$ cat config.mk
export PLATFORM = sky130hd
export DESIGN_NAME = alu_op_sequencer
export DESIGN_NICKNAME = d
export VERILOG_FILES = /design/src/rtl/alu_op_sequencer.sv
export SDC_FILE = /design/constraint.sdc
export NUM_CORES = 1
export LEC_CHECK = 0
export CAP_MARGIN = 20
export CORE_UTILIZATION = 35
export CTS_CLUSTER_SIZE = 28
export DETAILED_ROUTE_END_ITERATION = 16
export GPL_ROUTABILITY_DRIVEN = 0
export PLACE_DENSITY = 0.57
export SKIP_LAST_GASP = 1
export SLEW_MARGIN = 20
export SYNTH_ARGS = -nofsm -noshare
export SYNTH_HDL_FRONTEND = slang
export SYNTH_SLANG_ARGS = --single-unit
$ cat constraint.sdc
create_clock -name clk -period 5.2 [get_ports clk]
set_clock_uncertainty 0.05 [all_clocks]
set_input_delay 1.3 -clock clk [delete_from_list [all_inputs] [get_ports clk]]
set_output_delay 1.3 -clock clk [all_outputs]
set_load 0.01 [all_outputs]
$ cat src/rtl/alu_op_sequencer.sv
// Drives registered operands to an external combinational ALU, captures each
// result with a sequence tag into a small FIFO, and accumulates sticky status.
module alu_op_sequencer #(
    parameter int Width = 16,
    parameter int Depth = 4
) (
    input  logic             clk,
    input  logic             rst,
    input  logic             cmd_valid,
    output logic             cmd_ready,
    input  logic [Width-1:0] cmd_A,
    input  logic [Width-1:0] cmd_B,
    input  logic             cmd_Cin,
    input  logic [4:0]       cmd_F,
    output logic [Width-1:0] A,
    output logic [Width-1:0] B,
    output logic             Cin,
    output logic [4:0]       F,
    input  logic [Width-1:0] Out,
    input  logic [5:0]       Status,
    output logic             res_valid,
    input  logic             res_ready,
    output logic [Width-1:0] res_Out,
    output logic [5:0]       res_Status,
    output logic [7:0]       res_tag,
    output logic [5:0]       sticky_Status,
    input  logic             clr_sticky
);

    localparam int AW = $clog2(Depth);
    localparam int CW = AW + 1;
    localparam int EW = Width + 6 + 8;

    typedef enum logic {IDLE, EXEC} state_t;

    state_t             state_q, state_d;
    logic [Width-1:0]   a_q, a_d, b_q, b_d;
    logic               cin_q, cin_d;
    logic [4:0]         f_q, f_d;
    logic [7:0]         tag_q, tag_d, op_tag_q, op_tag_d;
    logic [CW-1:0]      count_q, count_d;
    logic [AW-1:0]      wr_ptr_q, wr_ptr_d, rd_ptr_q, rd_ptr_d;
    logic [5:0]         sticky_q, sticky_d;
    logic [EW-1:0]      mem_q [Depth];

    logic accept, push, pop;

    always_comb begin
        state_d   = state_q;
        a_d       = a_q;
        b_d       = b_q;
        cin_d     = cin_q;
        f_d       = f_q;
        tag_d     = tag_q;
        op_tag_d  = op_tag_q;
        cmd_ready = (state_q == IDLE) && !rst && (count_q < CW'(Depth));
        accept    = cmd_valid && cmd_ready;
        push      = (state_q == EXEC);

        case (state_q)
            IDLE: begin
                if (accept) begin
                    a_d      = cmd_A;
                    b_d      = cmd_B;
                    cin_d    = cmd_Cin;
                    f_d      = cmd_F;
                    op_tag_d = tag_q;
                    tag_d    = tag_q + 8'd1;
                    state_d  = EXEC;
                end
            end
            EXEC:    state_d = IDLE;
            default: state_d = IDLE;
        endcase
    end

    // FIFO bookkeeping; pointers wrap naturally since Depth is a power of two
    always_comb begin
        pop      = res_valid && res_ready;
        count_d  = count_q;
        wr_ptr_d = wr_ptr_q;
        rd_ptr_d = rd_ptr_q;
        if (push) wr_ptr_d = wr_ptr_q + AW'(1);
        if (pop)  rd_ptr_d = rd_ptr_q + AW'(1);
        case ({push, pop})
            2'b10:   count_d = count_q + CW'(1);
            2'b01:   count_d = count_q - CW'(1);
            default: count_d = count_q;
        endcase
    end

    // A clear coinciding with a capture keeps only the fresh status
    always_comb begin
        sticky_d = sticky_q;
        if (push)
            sticky_d = clr_sticky ? Status : (sticky_q | Status);
        else if (clr_sticky)
            sticky_d = '0;
    end

    always_ff @(posedge clk) begin
        if (rst) begin
            state_q  <= IDLE;
            a_q      <= '0;
            b_q      <= '0;
            cin_q    <= 1'b0;
            f_q      <= '0;
            tag_q    <= '0;
            op_tag_q <= '0;
            count_q  <= '0;
            wr_ptr_q <= '0;
            rd_ptr_q <= '0;
            sticky_q <= '0;
        end else begin
            state_q  <= state_d;
            a_q      <= a_d;
            b_q      <= b_d;
            cin_q    <= cin_d;
            f_q      <= f_d;
            tag_q    <= tag_d;
            op_tag_q <= op_tag_d;
            count_q  <= count_d;
            wr_ptr_q <= wr_ptr_d;
            rd_ptr_q <= rd_ptr_d;
            sticky_q <= sticky_d;
        end
    end

    always_ff @(posedge clk) begin
        if (!rst && push)
            mem_q[wr_ptr_q] <= {Out, Status, op_tag_q};
    end

    assign A             = a_q;
    assign B             = b_q;
    assign Cin           = cin_q;
    assign F             = f_q;
    assign res_valid     = (count_q != '0);
    assign {res_Out, res_Status, res_tag} = mem_q[rd_ptr_q];
    assign sticky_Status = sticky_q;

endmodule
## Word-level counts from Yosys, hierarchy flattened

Memories as Yosys holds them, arrays and structs flattened. A register that Yosys moved wholly into a read port is not among the register bits.
Cells that the tools add are included.

| storage, ports and cells | value |
|---|---|
| flip-flop bits (word level) | 68 |
| output and inout bits | 76 |
| memory bits (writable) | 120 |
| bits of input ports | 65 |
| memories | 1 |
| word-level logic and storage cells | 42 |

| cells by class | value |
|---|---|
| mux-type cells | 10 |
| eq/ne operators | 2 |
| magnitude comparators | 1 |
| add/subtract/negate cells | 5 |
| reductions and logical operators | 10 |
| bitwise logic cells | 2 |

Memories:

| name | words | width | rd ports | clocked after memory_dff | wr ports | RTL line | RTL |
|---|---|---|---|---|---|---|---|
| mem_q | 4 | 30 | 1 | 1 | 1 | 44 | `logic [EW-1:0] mem_q [Depth];` |

Operators with widths:

| operator | count |
|---|---|
| $mux 6 | 3 |
| $add 8x1->8 const B | 1 |
| $or 6x6->6 | 1 |
| $pmux 3 s2 | 1 |
| $logic_and 1x1->1 | 5 |
| $add 2x1->2 const B | 2 |
| $mux 2 | 2 |
| $reduce_bool 2->1 | 2 |
| $add 3x1->3 const B | 1 |
| $lt 3x3->1 const B | 1 |
| $mux 1 | 3 |
| $reduce_bool 3->1 | 1 |
| $sub 3x1->3 const B | 1 |
| $eq 2x1->1 const B | 1 |
| $eq 2x2->1 const B | 1 |
| $pmux 1 s2 | 1 |
| $reduce_and 2->1 | 1 |
| $logic_not 1->1 | 1 |
| $not 1->1 | 1 |

## Logic depth before layout (Yosys ltp)

| depth | value |
|---|---|
| depth in word-level cells | 6 |
| mapped depth | 8 |
| mapped depth without buffers | 7 |

## Least setup slack after synthesis

Ideal clock, no wire load.

| timing | value |
|---|---|
| path kind | input -> output |
| start | input rst |
| end | output cmd_ready |
| data required time | 3.850 ns |
| cell stages on the path | 3 |
| arrival | 1.866 ns |
| path buffers | 2 |
| setup slack | 1.984 ns |
| cells stage by stage | buf_6 -> clkbuf_1 -> nor3_1 |

| between the ends | value |
|---|---|
| longest elaborated chain between the ends | 3 |

Ends and longest elaborated chain:

| what | RTL line | RTL |
|---|---|---|
| start: declaration | 8 | `input logic rst,` |
| $logic_not 1->1 | 56 | `cmd_ready = (state_q == IDLE) && !rst && (count_q < CW'(Depth));` |
| $logic_and 1x1->1 (2 in a row) | 56 |  |
| end: declaration | 10 | `output logic cmd_ready,` |

Every way passes these cells.

==> flow_summary.ini <==
[run_status]
status = complete, no violations

[cts]
sinks_on_the_clock_net = 190
clkTransAtPathRegs_ns = 0.07
worstSkewPairLatency_ns = 0.42
tritoncts = done
cts_htree_levels = 4
postCtsHoldBufs = 0
cts_repair_resizes = 0
cts-buffers-inserted = 17
post_cts_repair_setup_buffers = 0
cts.path.max_buffers = 2
cts_root_buffer = clkbuf_16

[sta]
setup_violations = 0
hold_viol_final = 0
min_period_ns = 3.89
tns_ns = 0
transition_time_at_the_pin_with_the_least_slew_margin_ns = 0.865
slew_viol_final = 0
max_slew_margin_pct = 42.3
grt_setup_unrepaired = false
final.hold.worst_slack_ns = 0.404
layout_worst_path_cycle_share_pct = 74.9
clock.fmax_mhz = 257

[setup_path]
critical_path.max_fanout = 16
cp_data_required_time_ns = 3.85
rr_startpoint = push
critPathCaptureType = primary output
startpoint_type = flop
data_arrival_at_the_endpoint_of_the_critical_path_ns = 2.54
timing_worst_setup_path_type = flop to primary output

[min_path]
hold_startpoint = A[9]
hold_path_class = flop to flop

[synthesis]
netlist-cell-type-count = 32
yosysSeqAreaShare_pct = 72.3
syn-num-nets = 542
netlist_area_um2 = 6920
ffs_latches_synth = 190
post_synth_inst_count = 470
ys_warnings = 0
yosys_most_used_dff = edfxtp_1
number_of_synthesized_flops_with_an_enable_pin = 120
postSynth.asyncResetShare_pct = 0
synth.avg_cell_area_um2 = 14.7

[floorplanning]
start_util_pct = 35.7
core_area_um2 = 19400
die_w_um = 143
rows = 51
die_area_um2 = 20300
dieHeight_um = 143
design.portCount = 141

[global_route]
grtUsageTotal_pct = 14.4
via_count_of_the_first_global_routing_pass = 4237
antenna_found_initial = 0
pin_count_of_the_biggest_net_entering_global_routing = 57
grt_pass1_wl_mm = 21.9
gr_overflow_total = 0

[layout]
diodes_inserted = 0
layout-area-overhead-vs-synth_pct = 31.8
nets = 680
layout-drive-gt1-share_pct = 11.9
design_area_um2 = 9120
final_core_util_pct = 47.0

[power_and_ir_drop]
report.power.total_mw = 3.58
power_density_nw_per_um2 = 393
vdd_ir_drop_max_mv = 0.243
power_leakage_nw = 2.97

[drt]
route.vias.total = 4126
wirelength_mm = 14.0
final_antenna_net_count = 0
route.detailed.drc = 0
post_drt_wl_per_cell_um = 15.8
first_pass_iters = 4
drt-vias-per-instance = 4.66
drt_iter0_markers = 183

[placement]
place.detailed.hpwl_mm = 8.78
port-buffer-count = 140
placed_standard_cell_area_um2 = 8570

[run]
cap_violations = 0
routing by layer:
metal	share of wire, %	GRT usage, %
met3	7.6	5.45
met1	42	17.1
met4	1.1	5.26
met2	49	23.9
met5	0	0
cell usage in the layout (no fill, tap or decap), types with 4 or more instances in the layout:
master | synthesis | final
ha_1 | 6 | 6
nor2_1 | 19 | 19
or3_1 | 4 | 4
clkinv_2 | 0 | 4
clkdlybuf4s50_1 | 0 | 139
clkbuf_16 | 0 | 17
mux4_2 | 30 | 30
edfxtp_1 | 120 | 120
dfxtp_1 | 70 | 69
clkbuf_8 | 0 | 4
inv_1 | 10 | 10
nand2_1 | 96 | 96
and2_2 | 0 | 4
a21oi_1 | 52 | 52
buf_4 | 0 | 5
a22oi_1 | 6 | 6
cell type report:
cell class	count	area [um^2]
fillers	1763	10300
clock inverters	9	60.1
multi-input cells	244	1760
inverters	10	37.5
clock buffers	23	488
well taps	265	332
flip-flops and latches	190	5010
repair buffers	145	1430
per-stage QoR:
step	std cells	worst slack (ns)
2_1_floorplan	470	1.98
3_3_place_gp	854	1.47
3_5_place_dp	854	1.42
4_1_cts	886	1.20
5_1_grt	886	1.14
6_report	886	1.31
worst paths after layout:
check | endpoint | slack, ns | cells after the start
worst max-delay path | res_tag[3] | 1.31 | 3
worst min-delay path | A[9] | 0.40 | 2
worst max register to register | tag_q[0] | 2.59 | 5
worst min register to register | A[9] | 0.40 | 2
cell families (layout without fill, tap and decap cells):
family | Yosys count | count (layout) | share of synthesized area [%]
AO/OA/AOI/OAI | 64 | 64 | 4.99
XOR/XNOR | 6 | 6 | 0.760
multiplexers | 34 | 34 | 10.4
AND/OR/NAND/NOR | 133 | 133 | 7.92
buffers and inverters | 36 | 187 | 2.24
adder cells (fa/ha/maj) | 7 | 7 | 1.37
flip-flops | 190 | 190 | 72.3
cells in the mapped netlist, types with 3 or more instances:
cell type  count  area, um^2
edfxtp_1     120        3600
nand2_1       96         360
dfxtp_1       70        1400
a21oi_1       52         260
mux4_2        30         676
clkbuf_1      19        71.3
nor2_1        19        71.3
inv_1         10        37.5
a22oi_1        6        45.0
ha_1           6        75.1
and2_1         4        25.0
buf_2          4        20.0
or3_1          4        25.0
o21ai_0        3        15.0
xnor2_1        3        26.3
xor2_1         3        26.3
power by group:
group          switching, mW  internal [mW]  total (mW)
sequential            0.0549           1.66        1.71
combinational          0.282          0.390       0.672
clock                  0.534          0.663        1.20
critical path, stage by stage (launching register included):
cell	delay, ns
dfxtp_1	0.85
buf_4	0.39
mux4_2	0.37
clkdlybuf4s50_1	0.50
sequential cells by signal, indices dropped and copies added, names as in the netlist, named ones only:
| register | flops |
|---|---|
| B | 16 |
| count_q | 3 |
| mem_q | 120 |
| Cin | 1 |
| F | 5 |
| A | 16 |
| sticky_Status | 6 |
| push | 1 |
| wr_ptr_q | 2 |
| rd_ptr_q | 2 |
| tag_q | 8 |
| op_tag_q | 8 |
Power figures use the tool's default switching activity.
